==> config.mk <==
export PLATFORM = sky130hd
export DESIGN_NAME = ehr_fifo
export DESIGN_NICKNAME = d
export VERILOG_FILES = /design/src/rtl/ehr_fifo_pkg.sv /design/src/rtl/ehr_fifo_ehr_n.sv /design/src/rtl/ehr_fifo.sv
export SDC_FILE = /design/constraint.sdc
export NUM_CORES = 1
export LEC_CHECK = 0
export ABC_CLOCK_PERIOD_IN_PS = 3400
export BUFFER_PORTS_ARGS = -buffer_cell sky130_fd_sc_hd__buf_4
export CAP_MARGIN = 20
export CORE_MARGIN = 5
export CORE_UTILIZATION = 51
export DETAILED_ROUTE_END_ITERATION = 12
export PLACE_DENSITY = 0.87
export SLEW_MARGIN = 15
export SYNTH_ARGS = -nofsm -noshare
export SYNTH_HDL_FRONTEND = slang
export SYNTH_SLANG_ARGS = --single-unit
==> constraint.sdc <==
create_clock -name clk -period 3.4 [get_ports clk]
set_clock_uncertainty 0.1 [all_clocks]
set_input_delay 0.68 -clock clk [delete_from_list [all_inputs] [get_ports clk]]
set_output_delay 0.68 -clock clk [all_outputs]
set_load 0.005 [all_outputs]
==> src/rtl/ehr_fifo_pkg.sv <==
// ehr_fifo_pkg: shared ordering-mode constants and width helpers for ehr_fifo
// Contents:
//   MODE_PIPELINE / MODE_BYPASS / MODE_CF - intra-cycle enq/deq ordering selectors
//   ptr_w(depth)  - head/tail pointer width
//   cnt_w(depth)  - occupancy counter width (holds 0..depth)
package ehr_fifo_pkg;

    localparam int MODE_PIPELINE = 0;
    localparam int MODE_BYPASS   = 1;
    localparam int MODE_CF       = 2;

    function automatic int ptr_w(input int depth);
        return $clog2(depth);
    endfunction

    function automatic int cnt_w(input int depth);
        return $clog2(depth + 1);
    endfunction

endpackage

==> src/rtl/ehr_fifo_ehr_n.sv <==
// ehr_n: N-port ephemeral history register
// Ports:
//   clk, rst         - clock, synchronous active-high reset (value clears to 0)
//   wr_en_i[i]       - port i writes this cycle
//   wr_data_i[i]     - port i write value
//   rd_data_o[i]     - value port i observes: register after writes of ports < i
//   q_o              - registered value (same as rd_data_o[0], loop-free for feedback use)
// Commit takes the highest-numbered port that wrote.
module ehr_n #(
    parameter int WIDTH = 1,
    parameter int PORTS = 2
) (
    input  logic                         clk,
    input  logic                         rst,
    input  logic [PORTS-1:0]             wr_en_i,
    input  logic [PORTS-1:0][WIDTH-1:0]  wr_data_i,
    output logic [PORTS-1:0][WIDTH-1:0]  rd_data_o,
    output logic [WIDTH-1:0]             q_o
);

    logic [WIDTH-1:0]            val_q;
    logic [WIDTH-1:0]            val_d;
    logic [PORTS:0][WIDTH-1:0]   chain;

    always_comb begin
        chain[0] = val_q;
        for (int i = 0; i < PORTS; i++)
            chain[i+1] = wr_en_i[i] ? wr_data_i[i] : chain[i];
    end

    assign rd_data_o = chain[PORTS-1:0];
    assign val_d     = chain[PORTS];
    assign q_o       = val_q;

    always_ff @(posedge clk) begin
        if (rst)
            val_q <= '0;
        else
            val_q <= val_d;
    end

endmodule

==> src/rtl/ehr_fifo.sv <==
// ehr_fifo: parametrised FIFO with EHR-held head/tail/count and selectable enq/deq ordering
// Parameters: WIDTH (data bits), DEPTH (entries, >=2), MODE (0 pipeline, 1 bypass, 2 conflict-free)
// Ports:
//   clk, rst                    - clock, synchronous active-high reset
//   enq_en, enq_data, enq_rdy   - enqueue request, payload, ready
//   deq_en, deq_data, deq_rdy   - dequeue request, head payload, ready
//   clear                       - flush; ordered after enq and deq, overrides both
// Optional: define EHR_FIFO_ASSERT_EN for simulation checks on illegal requests,
// counter overflow and illegal MODE/DEPTH.
module ehr_fifo
    import ehr_fifo_pkg::*;
#(
    parameter int WIDTH = 32,
    parameter int DEPTH = 2,
    parameter int MODE  = 2
) (
    input  logic             clk,
    input  logic             rst,
    input  logic             enq_en,
    input  logic [WIDTH-1:0] enq_data,
    output logic             enq_rdy,
    input  logic             deq_en,
    output logic [WIDTH-1:0] deq_data,
    output logic             deq_rdy,
    input  logic             clear
);

    localparam int PW = ptr_w(DEPTH);
    localparam int CW = cnt_w(DEPTH);
    // EHR port order: the earlier method sits on the lower port, clear is always last.
    localparam int PE = (MODE == MODE_BYPASS) ? 0 : 1;
    localparam int PD = 1 - PE;
    localparam int PC = 2;

    logic [WIDTH-1:0]       mem_q [DEPTH];
    logic [2:0]             head_we, tail_we, cnt_we;
    logic [2:0][PW-1:0]     head_wd, head_rd, tail_wd, tail_rd;
    logic [2:0][CW-1:0]     cnt_wd, cnt_rd;
    logic [PW-1:0]          head_q, tail_q;
    logic [CW-1:0]          count_q;
    logic [CW-1:0]          enq_view, deq_view;
    logic                   full, empty;
    logic                   enq_fire, deq_fire, pass, enq_do, deq_do;
    logic                   unused_rd;

    function automatic logic [PW-1:0] wrap_inc(input logic [PW-1:0] p);
        return (p == PW'(DEPTH - 1)) ? '0 : p + 1'b1;
    endfunction

    assign full  = count_q == CW'(DEPTH);
    assign empty = count_q == '0;

    assign enq_rdy  = (MODE == MODE_PIPELINE) ? (!full || deq_en) : !full;
    assign deq_rdy  = (MODE == MODE_BYPASS) ? (!empty || enq_en) : !empty;
    assign deq_data = (MODE == MODE_BYPASS && empty) ? enq_data : mem_q[head_rd[PD]];

    assign enq_fire = enq_en && enq_rdy;
    assign deq_fire = deq_en && deq_rdy;
    // Bypass on empty hands enq_data straight through; the queue itself is untouched.
    assign pass     = (MODE == MODE_BYPASS) && empty && enq_fire && deq_fire;
    assign enq_do   = enq_fire && !pass;
    assign deq_do   = deq_fire && !pass;

    // Count each method observes at its EHR port, built from registered state so the
    // write data never feeds back through the EHR read chain.
    assign enq_view = (PD < PE) ? count_q - CW'(deq_do) : count_q;
    assign deq_view = (PE < PD) ? count_q + CW'(enq_do) : count_q;

    always_comb begin
        head_we     = '0;
        head_wd     = '0;
        tail_we     = '0;
        tail_wd     = '0;
        cnt_we      = '0;
        cnt_wd      = '0;
        head_we[PD] = deq_do;
        head_wd[PD] = wrap_inc(head_q);
        tail_we[PE] = enq_do;
        tail_wd[PE] = wrap_inc(tail_q);
        cnt_we[PD]  = deq_do;
        cnt_wd[PD]  = deq_view - 1'b1;
        cnt_we[PE]  = enq_do;
        cnt_wd[PE]  = enq_view + 1'b1;
        head_we[PC] = clear;
        tail_we[PC] = clear;
        cnt_we[PC]  = clear;
    end

    ehr_n #(.WIDTH(PW), .PORTS(3)) u_head (
        .clk       (clk),
        .rst       (rst),
        .wr_en_i   (head_we),
        .wr_data_i (head_wd),
        .rd_data_o (head_rd),
        .q_o       (head_q)
    );

    ehr_n #(.WIDTH(PW), .PORTS(3)) u_tail (
        .clk       (clk),
        .rst       (rst),
        .wr_en_i   (tail_we),
        .wr_data_i (tail_wd),
        .rd_data_o (tail_rd),
        .q_o       (tail_q)
    );

    ehr_n #(.WIDTH(CW), .PORTS(3)) u_count (
        .clk       (clk),
        .rst       (rst),
        .wr_en_i   (cnt_we),
        .wr_data_i (cnt_wd),
        .rd_data_o (cnt_rd),
        .q_o       (count_q)
    );

    // In pipeline mode at full, tail equals head, so the new entry reuses the slot
    // being vacated in the same cycle.
    always_ff @(posedge clk) begin
        if (enq_do)
            mem_q[tail_rd[PE]] <= enq_data;
    end

`ifdef EHR_FIFO_ASSERT_EN
    assign unused_rd = ^{head_rd, tail_rd, cnt_rd[1:0]};

    if (MODE < MODE_PIPELINE || MODE > MODE_CF) begin : g_bad_mode
        $error("ehr_fifo: illegal MODE %0d", MODE);
    end
    if (DEPTH < 2) begin : g_bad_depth
        $error("ehr_fifo: illegal DEPTH %0d", DEPTH);
    end

    always_ff @(posedge clk) begin
        if (!rst) begin
            assert (!(enq_en && !enq_rdy)) else $error("ehr_fifo: enq_en without enq_rdy");
            assert (!(deq_en && !deq_rdy)) else $error("ehr_fifo: deq_en without deq_rdy");
            assert (count_q <= CW'(DEPTH) && cnt_rd[PC] <= CW'(DEPTH))
                else $error("ehr_fifo: count exceeds DEPTH");
        end
    end
`else
    assign unused_rd = ^{head_rd, tail_rd, cnt_rd};
`endif

endmodule

== Word level (Yosys, flattened, before mapping) ==
Memory sizes are Yosys's and may differ from the RTL's. A register that Yosys moved wholly into a read port is not among the register bits.
Cells that the tools add are included.

* Register bits: 4
* Bits in writable memories: 64
* Memories kept: 1
* Output and inout bits: 34
* Word-level logic and storage cells: 25
* Input port bits: 37

{| class="wikitable"
|+ Memories
! name !! depth !! width !! rd ports !! clocked after memory_dff !! wr ports !! line !! text
|-
| mem_q || 2 || 32 || 1 || 1 || 1 || ehr_fifo.sv:35 || <nowiki>logic [WIDTH-1:0] mem_q [DEPTH];</nowiki>
|}

* Equality and inequality tests: 1
* Add/sub/neg operators: 5
* Reduce and logical (&&, ||, !) cells: 7
* Muxes and demuxes: 8

{| class="wikitable"
|+ Operator list
! operator !! count
|-
| 1-bit two-way mux || 6
|-
| 2-bit two-way mux || 2
|-
| 1-bit adder, second input constant || 2
|-
| 2-bit by 1-bit adder with 2-bit output, second input constant || 1
|-
| 2-bit equality test, second input constant || 1
|-
| 1-bit logical AND || 2
|-
| 1-bit logical NOT || 2
|-
| 2-bit logical NOT || 1
|-
| 2-bit nonzero test || 1
|-
| 2-bit OR reduction || 1
|-
| 2-bit by 1-bit subtractor with 2-bit output || 1
|-
| 2-bit by 1-bit subtractor with 2-bit output, second input constant || 1
|}

== Logic depth before layout (Yosys ltp) ==
Gate-level depths: netlist (run 1).

* Word-level depth: 6
* Mapped depth: 8
* Mapped depth without buffers: 8

== Hierarchy ==
Synthesis (run 1) repeated with hierarchy kept, for this count alone.

* Cell total of the unflattened synthesis: 156
* Area, all modules: 2911.5 µm²

{| class="wikitable"
|+ By module, submodules not included
! module !! times used !! area each (µm²) !! cells an instance !! seq. area each (µm²)
|-
| ehr_fifo || 1 || 2577.5 || 117 || 1921.8
|-
| ehr_n at u_head ... || 2 || 85.1 || 10 || 20.0
|-
| ehr_n at u_count || 1 || 163.9 || 19 || 40.0
|}

== Worst setup path after synthesis (run 1) ==
No wires, ideal clock.

* Path type: register to register
* Start point: reg u_count.val_q[0] (netlist: u_count.q_o[0])
* End point: mem mem_q[0][0], enable pin
* Required time: 2.879 ns
* Cell stages (with the launch flop): 5
* Path buffers: 0
* Setup slack: 0.727 ns
* Arrival time: 2.152 ns
* Path through: dfxtp_1 > inv_1 > ha_1 > nand2b_1 > nor2_1

* Word-level cells in the longest chain between the ends: 5

{| class="wikitable"
|+ RTL lines
! item !! line !! text
|-
| from (decl) || ehr_fifo_ehr_n.sv:21 || <nowiki>logic [WIDTH-1:0] val_q;</nowiki>
|-
| from (signal assigned) || ehr_fifo_ehr_n.sv:39 || <nowiki>val_q <= val_d;</nowiki>
|-
| 2-bit equality test || ehr_fifo.sv:50 || <nowiki>assign full = count_q == CW'(DEPTH);</nowiki>
|-
| 1-bit logical NOT || ehr_fifo.sv:53 || <nowiki>assign enq_rdy = (MODE == MODE_PIPELINE) ? (!full || deq_en) : !full;</nowiki>
|-
| 1-bit logical AND || ehr_fifo.sv:57 || <nowiki>assign enq_fire = enq_en && enq_rdy;</nowiki>
|-
| 1-bit two-way mux || ehr_fifo.sv:119 || <nowiki>if (enq_do)</nowiki>
|-
| 1-bit two-way mux (not written as such) || ehr_fifo.sv:120 || <nowiki>mem_q[tail_rd[PE]] <= enq_data;</nowiki>
|-
| to (decl) || ehr_fifo.sv:35 ||
|}

Every way passes these cells.

==> summary.md, run 1 <==
| Metric | Value |
|---|---|
| Mapped Nets | 171 |
| Hold-critical path depth | 1 |
| IR drop worst, VDD | 0.000292 V |
| Global-route wire length before repair | 7.00 mm |
| WL final | ~4.5 mm |
| Seq cells post-synth | between 60 and 70 |
| Synth top area cells | edfxtp_1 (74%), mux2_2 (12%), dfxtp_1 (3.9%) |
| Post-Syn Instances | 131 |
| Gr ovfl total | 0 |
| Setup violators final | 0 |
| Starting Density | 51.5% |
| TritonCTS Buffers | 9 |
| Bufs on Longest Clock Path | 2 |
| CTS sink cnt | between 60 and 70 |
| Cell variety after synth | 22 |
| Die width | ~81 µm |
| Grt met2 use | 24.8% |
| Via count | 1389 |
| Area delta synth->final | 33.1% |
| CTS tree | yes |
| Die Span Y | ~81 µm |
| Worst hold path class | in -> reg |
| Yosys synthesis warning count | 0 |
| H-tree lvl count | 3 |
| CP Class | reg -> out |
| Final period util | 70.7% |
| Clk_lat worst skew | 320 ps |
| # hold bufs at CTS | 0 |
| CP Capture Type | output port |
| Sequential area share after synthesis | approximately four fifths |
| Slowest Stage Delay on Critical Path | 390 ps |
| Root buffer cell | clkbuf_8 |
| Max Slew Vio Count | 0 |
| Post-cts resize count | 0 |
| M3 GR Usage | under 10% |
| CP max FO | 29 |
| RR Startpoint | u_count.q_o[0] |
| Routability cong. | approximately 0.75 |
| Rel. slew slack | 39.0% |
| Fin crit period | 2400 ps |
| RR Endpoint | mem_q[0][14] |
| Worst Path Required | 2620 ps |
| Worst Path Arrival | 1620 ps |
| CTS clk-pin slew, worst paths | ~70 ps |
| Vias in the first global route | 1514 |
| N_diodes | 0 |
| Setup TNS | 0 ps |
| FILL cells | around 350 |
| Io pins | slightly above 70 |
| Hold Startpoint | enq_data[22] |
| Post-Syn Area | 2580 µm² |
| Max-capacitance violation count | 0 |
| Post-synth ARST share | 0% |
| Reg2reg setup slack | 1310 ps |
| Startpoint types | flop |
| Top-count cell post-synth | edfxtp_1 |
| Global-route usage over all layers | 14.7% |
| Hold Path End | mem_q[1][22] |
| Slowest cell on the critical path | dfxtp_1 |
| Cell taking the most area after synthesis | edfxtp_1 |
| # rows | 26 |
| GR peak layer | met2 |
| Cell Chain, Critical Path | buf_4 > mux2_2 > buf_4 |
| CP dominant cell by count | buf_4 |
| Worst slew pin tran | 913 ps |
| Post-synth top cells | edfxtp_1 (64), mux2_2 (28), dfxtp_1 (5) |
| Share of the synthesized area in the top cell type | 74.4% |
| DRT iter0 DRCs | 83 |
| Placed cell areas | 3200 µm² |
| DRC | 0 |
| Mean post-synth cell area | roughly 20 µm² |
| Port-buffer cells | 70 |
| Largest net degree at the start of global routing | 33 |
| R2R depth | 4 |
| Nets | 250 |
| Final Cell Area | ~3400 µm² |
| First-pass iteration count of the detailed router | 3 |
| Core footprint | 5010 µm² |
| Pwr dens | 555 nW/µm² |
| Post-CTS Setup Inserts | 0 |
| Drt wl/cell | around 16 µm |
| Outcome | finished, final reports clean |
| Initial antenna violation count | 0 |
| Antenna violation net count after detailed routing | 0 |
| Primary FF master, synth | edfxtp_1 |
| RSZ-0062 raised after global routing | false |
| Pleak | roughly 1.3 nW |
| Detailed Place HPWL | about 3.2 mm |
| Fin. Hold Viols | 0 |
| Die area | 6590 µm² |
| GR Layer Usage met1 | 17.1% |
| Fmax achieved | 0.416 GHz |
| Vias per inst | roughly 4.9 |
| Ratio of cells with drive above 1 in the final layout | 54.9% |
| Post-synth EDFFs | 64 |
==> worst max-delay path by stage <==
stage                         from           to  depth (start not counted)  slack, ps
CTS                           flop  deq_data[8]                          3        960
floorplan           u_count.q_o[0]  mem_q[0][0]                          4        730
finish                        flop  deq_data[8]                          3       1000
global route                  flop  deq_data[8]                          3        900
detailed placement          enq_en  mem_q[0][5]                          3       1260
global placement            enq_en  mem_q[1][8]                          4       1300
==> cells in the final DEF (no fill, tap or decap) <==
cell	count
nand2b_1	1
o211ai_1	1
nand3_1	1
mux2_1	4
nor2b_1	1
inv_2	1
a2111oi_0	1
dfxtp_1	5
bufinv_16	3
a311oi_1	1
clkbuf_8	9
clkinvlp_4	1
clkbuf_1	1
and2_1	1
buf_4	72
nor3_1	3
mux2_2	28
nor2_4	1
nand3b_1	1
edfxtp_1	64
ha_1	3
nor2b_4	1
nor2_1	1
xnor2_1	3
clkinv_4	1
clkinv_2	1
inv_1	4
or3_1	1
==> logic make-up (layout without fill, tap and decap cells) <==
family,Yosys count,count (layout),synth area share [%]
AND/OR/NAND/NOR,12,12,2.86
adder cells (fa/ha/maj),3,3,1.45
XOR/XNOR,3,3,1.02
buffers and inverters,9,93,1.45
AO/OA/AOI/OAI,3,3,0.969
multiplexers,32,32,14.0
flip-flops,69,69,78.3
==> report_power, final <==
| part | switching, mW | internal (mW) | leakage, nW | total, mW |
|---|---|---|---|---|
| Sequential | 0.0101 | 0.972 | 0.641 | 0.982 |
| Combinational | 0.0648 | 0.0903 | 0.526 | 0.155 |
| Clock | 0.283 | 0.487 | 0.116 | 0.771 |
==> registers in the layout, summed over array words and instances (netlist names), named ones only <==
signal / cells
mem_q: 64
u_count.q_o: 2
u_head.q_o: 1
u_tail.q_o: 1
==> area by class of cell <==
| cell class | instances | area (µm²) | area share (%) |
|---|---|---|---|
| repair buffers | 72 | 541 | 15.7 |
| inverters | 5 | 18.8 | 0.546 |
| well taps | 70 | 87.6 | 2.55 |
| clock buffers | 10 | 128 | 3.71 |
| clock inverters | 6 | 111 | 3.24 |
| flip-flops and latches | 69 | 2020 | 58.8 |
| multi-input cells | 53 | 531 | 15.4 |
==> stage by stage <==
step	power (mW)	setup WS, ps	instances	util, %	hold WS, ps
2_1_floorplan	1.06	727	131	-	401
3_3_place_gp	1.15	1300	269	63.9	421
3_5_place_dp	1.16	1260	269	63.9	455
4_1_cts	1.93	955	285	68.6	418
5_1_grt	1.99	903	285	68.6	410
6_report	1.91	997	285	68.6	438
==> critical path, delay by kind of cell (launching register included) <==
| family | cells | cell delay (ps) |
|---|---|---|
| mux | 1 | 390 |
| flops | 1 | 390 |
| buf+inv | 2 | 520 |
==> metal layers <==
metal,vias to the layer above,part of all wire [%]
li1,668,-
met1,663,39
met2,49,51
met3,9,8.1
met4,0,1.2
met5,-,0
No activity file was read; power rests on OpenSTA's default activity.
==> inputs of run 2 (changes only) <==
--- a/config.mk
+++ b/config.mk
@@ -5,7 +5,7 @@
 export SDC_FILE = /design/constraint.sdc
 export NUM_CORES = 1
 export LEC_CHECK = 0
-export ABC_CLOCK_PERIOD_IN_PS = 3400
+export ABC_CLOCK_PERIOD_IN_PS = 2300
 export BUFFER_PORTS_ARGS = -buffer_cell sky130_fd_sc_hd__buf_4
 export CAP_MARGIN = 20
 export CORE_MARGIN = 5
==> constraint.sdc (replaced) <==
create_clock -name clk -period 2.3 [get_ports clk]
set_clock_uncertainty 0.1 [all_clocks]
set_input_delay 0.46 -clock clk [delete_from_list [all_inputs] [get_ports clk]]
set_output_delay 0.46 -clock clk [all_outputs]
set_load 0.005 [all_outputs]
==> run 2 against run 1 <==
Compared with the run above:
- combinational power up 52%
- hold slack worse by 240 ps
- final cell count up 1.4%
- power up 35%
- sequential power up 48%
- utilization down 0.57 points
- register-to-register slack worse by 860 ps
- non-clock buffer count up 4
- largest power group unchanged
- first-iteration DRC count up 57%
- global-route usage about the same
- wire length up 2.5%
- die area unchanged
==> summary.md, run 2 (synthesis gave the netlist of run 1 again) <==
| Metric | Value |
|---|---|
| WL met3 | 188 µm (was 366 µm) |
| Largest net degree at the start of global routing | 20 (was 33) |
| CTS sink cnt | 69 (unchanged) |
| Die Span Y | 81.2 µm (unchanged) |
| Most frequent cells in the layout | buf_4 (76), edfxtp_1 (64), mux2_2 (28) (was buf_4 (72), edfxtp_1 (64), mux2_2 (28)) |
| Initial antenna violation count | 0 (unchanged) |
| Via count | 1402 (was 1389) |
| Outcome | finished, final reports clean (unchanged) |
| Antenna violation net count after detailed routing | 0 (unchanged) |
| CTS tree | yes (unchanged) |
| Pwr dens | 757 nW/µm² (was 555 nW/µm²) |
| Core footprint | 5010 µm² (unchanged) |
| Clk_lat worst skew | 340 ps (was 320 ps) |
| Setup TNS | 0 ps (unchanged) |
| DRC | 0 (unchanged) |
| Rel. slew slack | 79.4% (was 39.0%) |
| DRT iter0 DRCs | 130 (was 83) |
| Gr ovfl total | 0 (unchanged) |
| Max-capacitance violation count | 0 (unchanged) |
| CP max FO | 19 (was 29) |
| Metal2 WL | 2.50 mm (was 2.32 mm) |
| Fin. Hold Viols | 0 (unchanged) |
| Max Slew Vio Count | 0 (unchanged) |
| Pleak | 1.28 nW (about the same) |
| Commonest non-fill, non-tap cell in the layout | buf_4 (unchanged) |
| Port-buffer cells | 70 (unchanged) |
| CP Capture Type | output port (unchanged) |
| Bufs on Longest Clock Path | 2 (unchanged) |
| CTS clk-pin slew, worst paths | 70 ps (about the same) |
| N_diodes | 0 (unchanged) |
| H-tree lvl count | 3 (unchanged) |
| Drt wl/cell | 16.0 µm (was 15.9 µm) |
| Detailed Place HPWL | 3.20 mm (was 3.15 mm) |
| Starting Density | 51.5% (unchanged) |
| Worst slew pin tran | 301 ps (was 913 ps) |
| Setup violators final | 0 (unchanged) |
| Startpoint types | flop (unchanged) |
| Fmax achieved | 0.498 GHz |
| Io pins | 71 (unchanged) |
| WL final | 4.64 mm (was 4.52 mm) |
| WL met1 | 1.82 mm (was 1.78 mm) |
| Largest register FFs | 64 (unchanged) |
| Global-route wire length before repair | 6.77 mm (was 7.00 mm) |
| Vias per inst | 4.85 (was 4.87) |
| Top sig layer | met4 (unchanged) |
| Worst Path Arrival | 1450 ps (was 1620 ps) |
| CP Class | reg -> out (unchanged) |
| First-pass iteration count of the detailed router | 4 (was 3) |
| RSZ-0062 raised after global routing | false (unchanged) |
| # hold bufs at CTS | 0 (unchanged) |
| Fin crit period | 2010 ps |
| # rows | 26 (unchanged) |
| Nets | 254 (was 250) |
| TritonCTS Buffers | 9 (unchanged) |
| Root buffer cell | clkbuf_8 (unchanged) |
| Worst Path Required | 1740 ps (was 2620 ps) |
| Area delta synth->final | 32.0% (was 33.1%) |
| Hold Startpoint | enq_data[30] (was enq_data[22]) |
| RR Startpoint | u_count.q_o[0] (unchanged) |
| Power, Total | 2.58 mW (was 1.91 mW) |
| FILL cells | 368 (was 348) |
| Global-route usage over all layers | 14.7% (about the same) |
| Vias in the first global route | 1421 (was 1514) |
| Ratio of cells with drive above 1 in the final layout | 54.8% (was 54.9%) |
| Die area | 6590 µm² (unchanged) |
| Worst hold path class | in -> reg (unchanged) |
| Routability cong. | 0.776 (was 0.748) |
| Die width | 81.2 µm (unchanged) |
| IR drop worst, VDD | 0.000459 V (was 0.000292 V) |
| Post-cts resize count | 0 (unchanged) |
| Post-CTS Setup Inserts | 0 (unchanged) |
| Final period util | between 80% and 90% |
-- run 2: cell count changes in the layout (fill, tap and decap cells not counted), moves of 2 or more --
cell / previous run / this run
bufinv_16: 3 / 1
clkinv_2: 1 / 3
clkinv_1: 0 / 3
buf_4: 72 / 76
-- run 2: final timing paths --
path	slack, ps	depth (start not counted)	end
max reg2reg	450	5	mem_q[1][16]
max	290	3	deq_data[5]
min	200	1	mem_q[1][30]
min reg2reg	440	2	u_count.q_o[1]
-- run 2: per-layer routing --
layer	GRT usage, %	vias up
li1	-	670
met1	16.2	681
met2	24.8	40
met3	3.22	11
met4	10.6	0
met5	0	-
-- run 2: layout make-up --
class | instances | area (µm²) | area share [%]
clock inverter | 7 | 56.3 | 1.65
clock buffer | 9 | 124 | 3.63
multi-input combinational | 53 | 531 | 15.6
sequential | 69 | 2020 | 59.3
inverter | 5 | 18.8 | 0.550
tap | 70 | 87.6 | 2.57
timing repair buffer | 76 | 571 | 16.7
-- run 2: per-stage QoR --
step | hold WS [ps] | setup WS, ps | instance area, µm² | std cells | utilization (%)
3_3_place_gp | 425 | 511 | 3230 | 273 | 64.5
5_1_grt | 182 | 210 | 3410 | 289 | 68.1
6_report | 200 | 293 | 3410 | 289 | 68.1
3_5_place_dp | 432 | 462 | 3230 | 273 | 64.5
2_1_floorplan | 401 | 96.6 | 2580 | 131 | -
4_1_cts | 185 | 256 | 3410 | 289 | 68.1
-- run 2: critical path: stages, from the launching register on --
cell and delay (ps):
dfxtp_1 330, buf_4 270, mux2_2 380, buf_4 140
-- run 2: power breakdown --
group / leakage, nW / internal [mW] / switching [mW]
registers: 0.641 / 1.44 / 0.0134
clock network: 0.0953 / 0.483 / 0.414
logic: 0.546 / 0.138 / 0.0978
total: 1.28 / 2.06 / 0.525
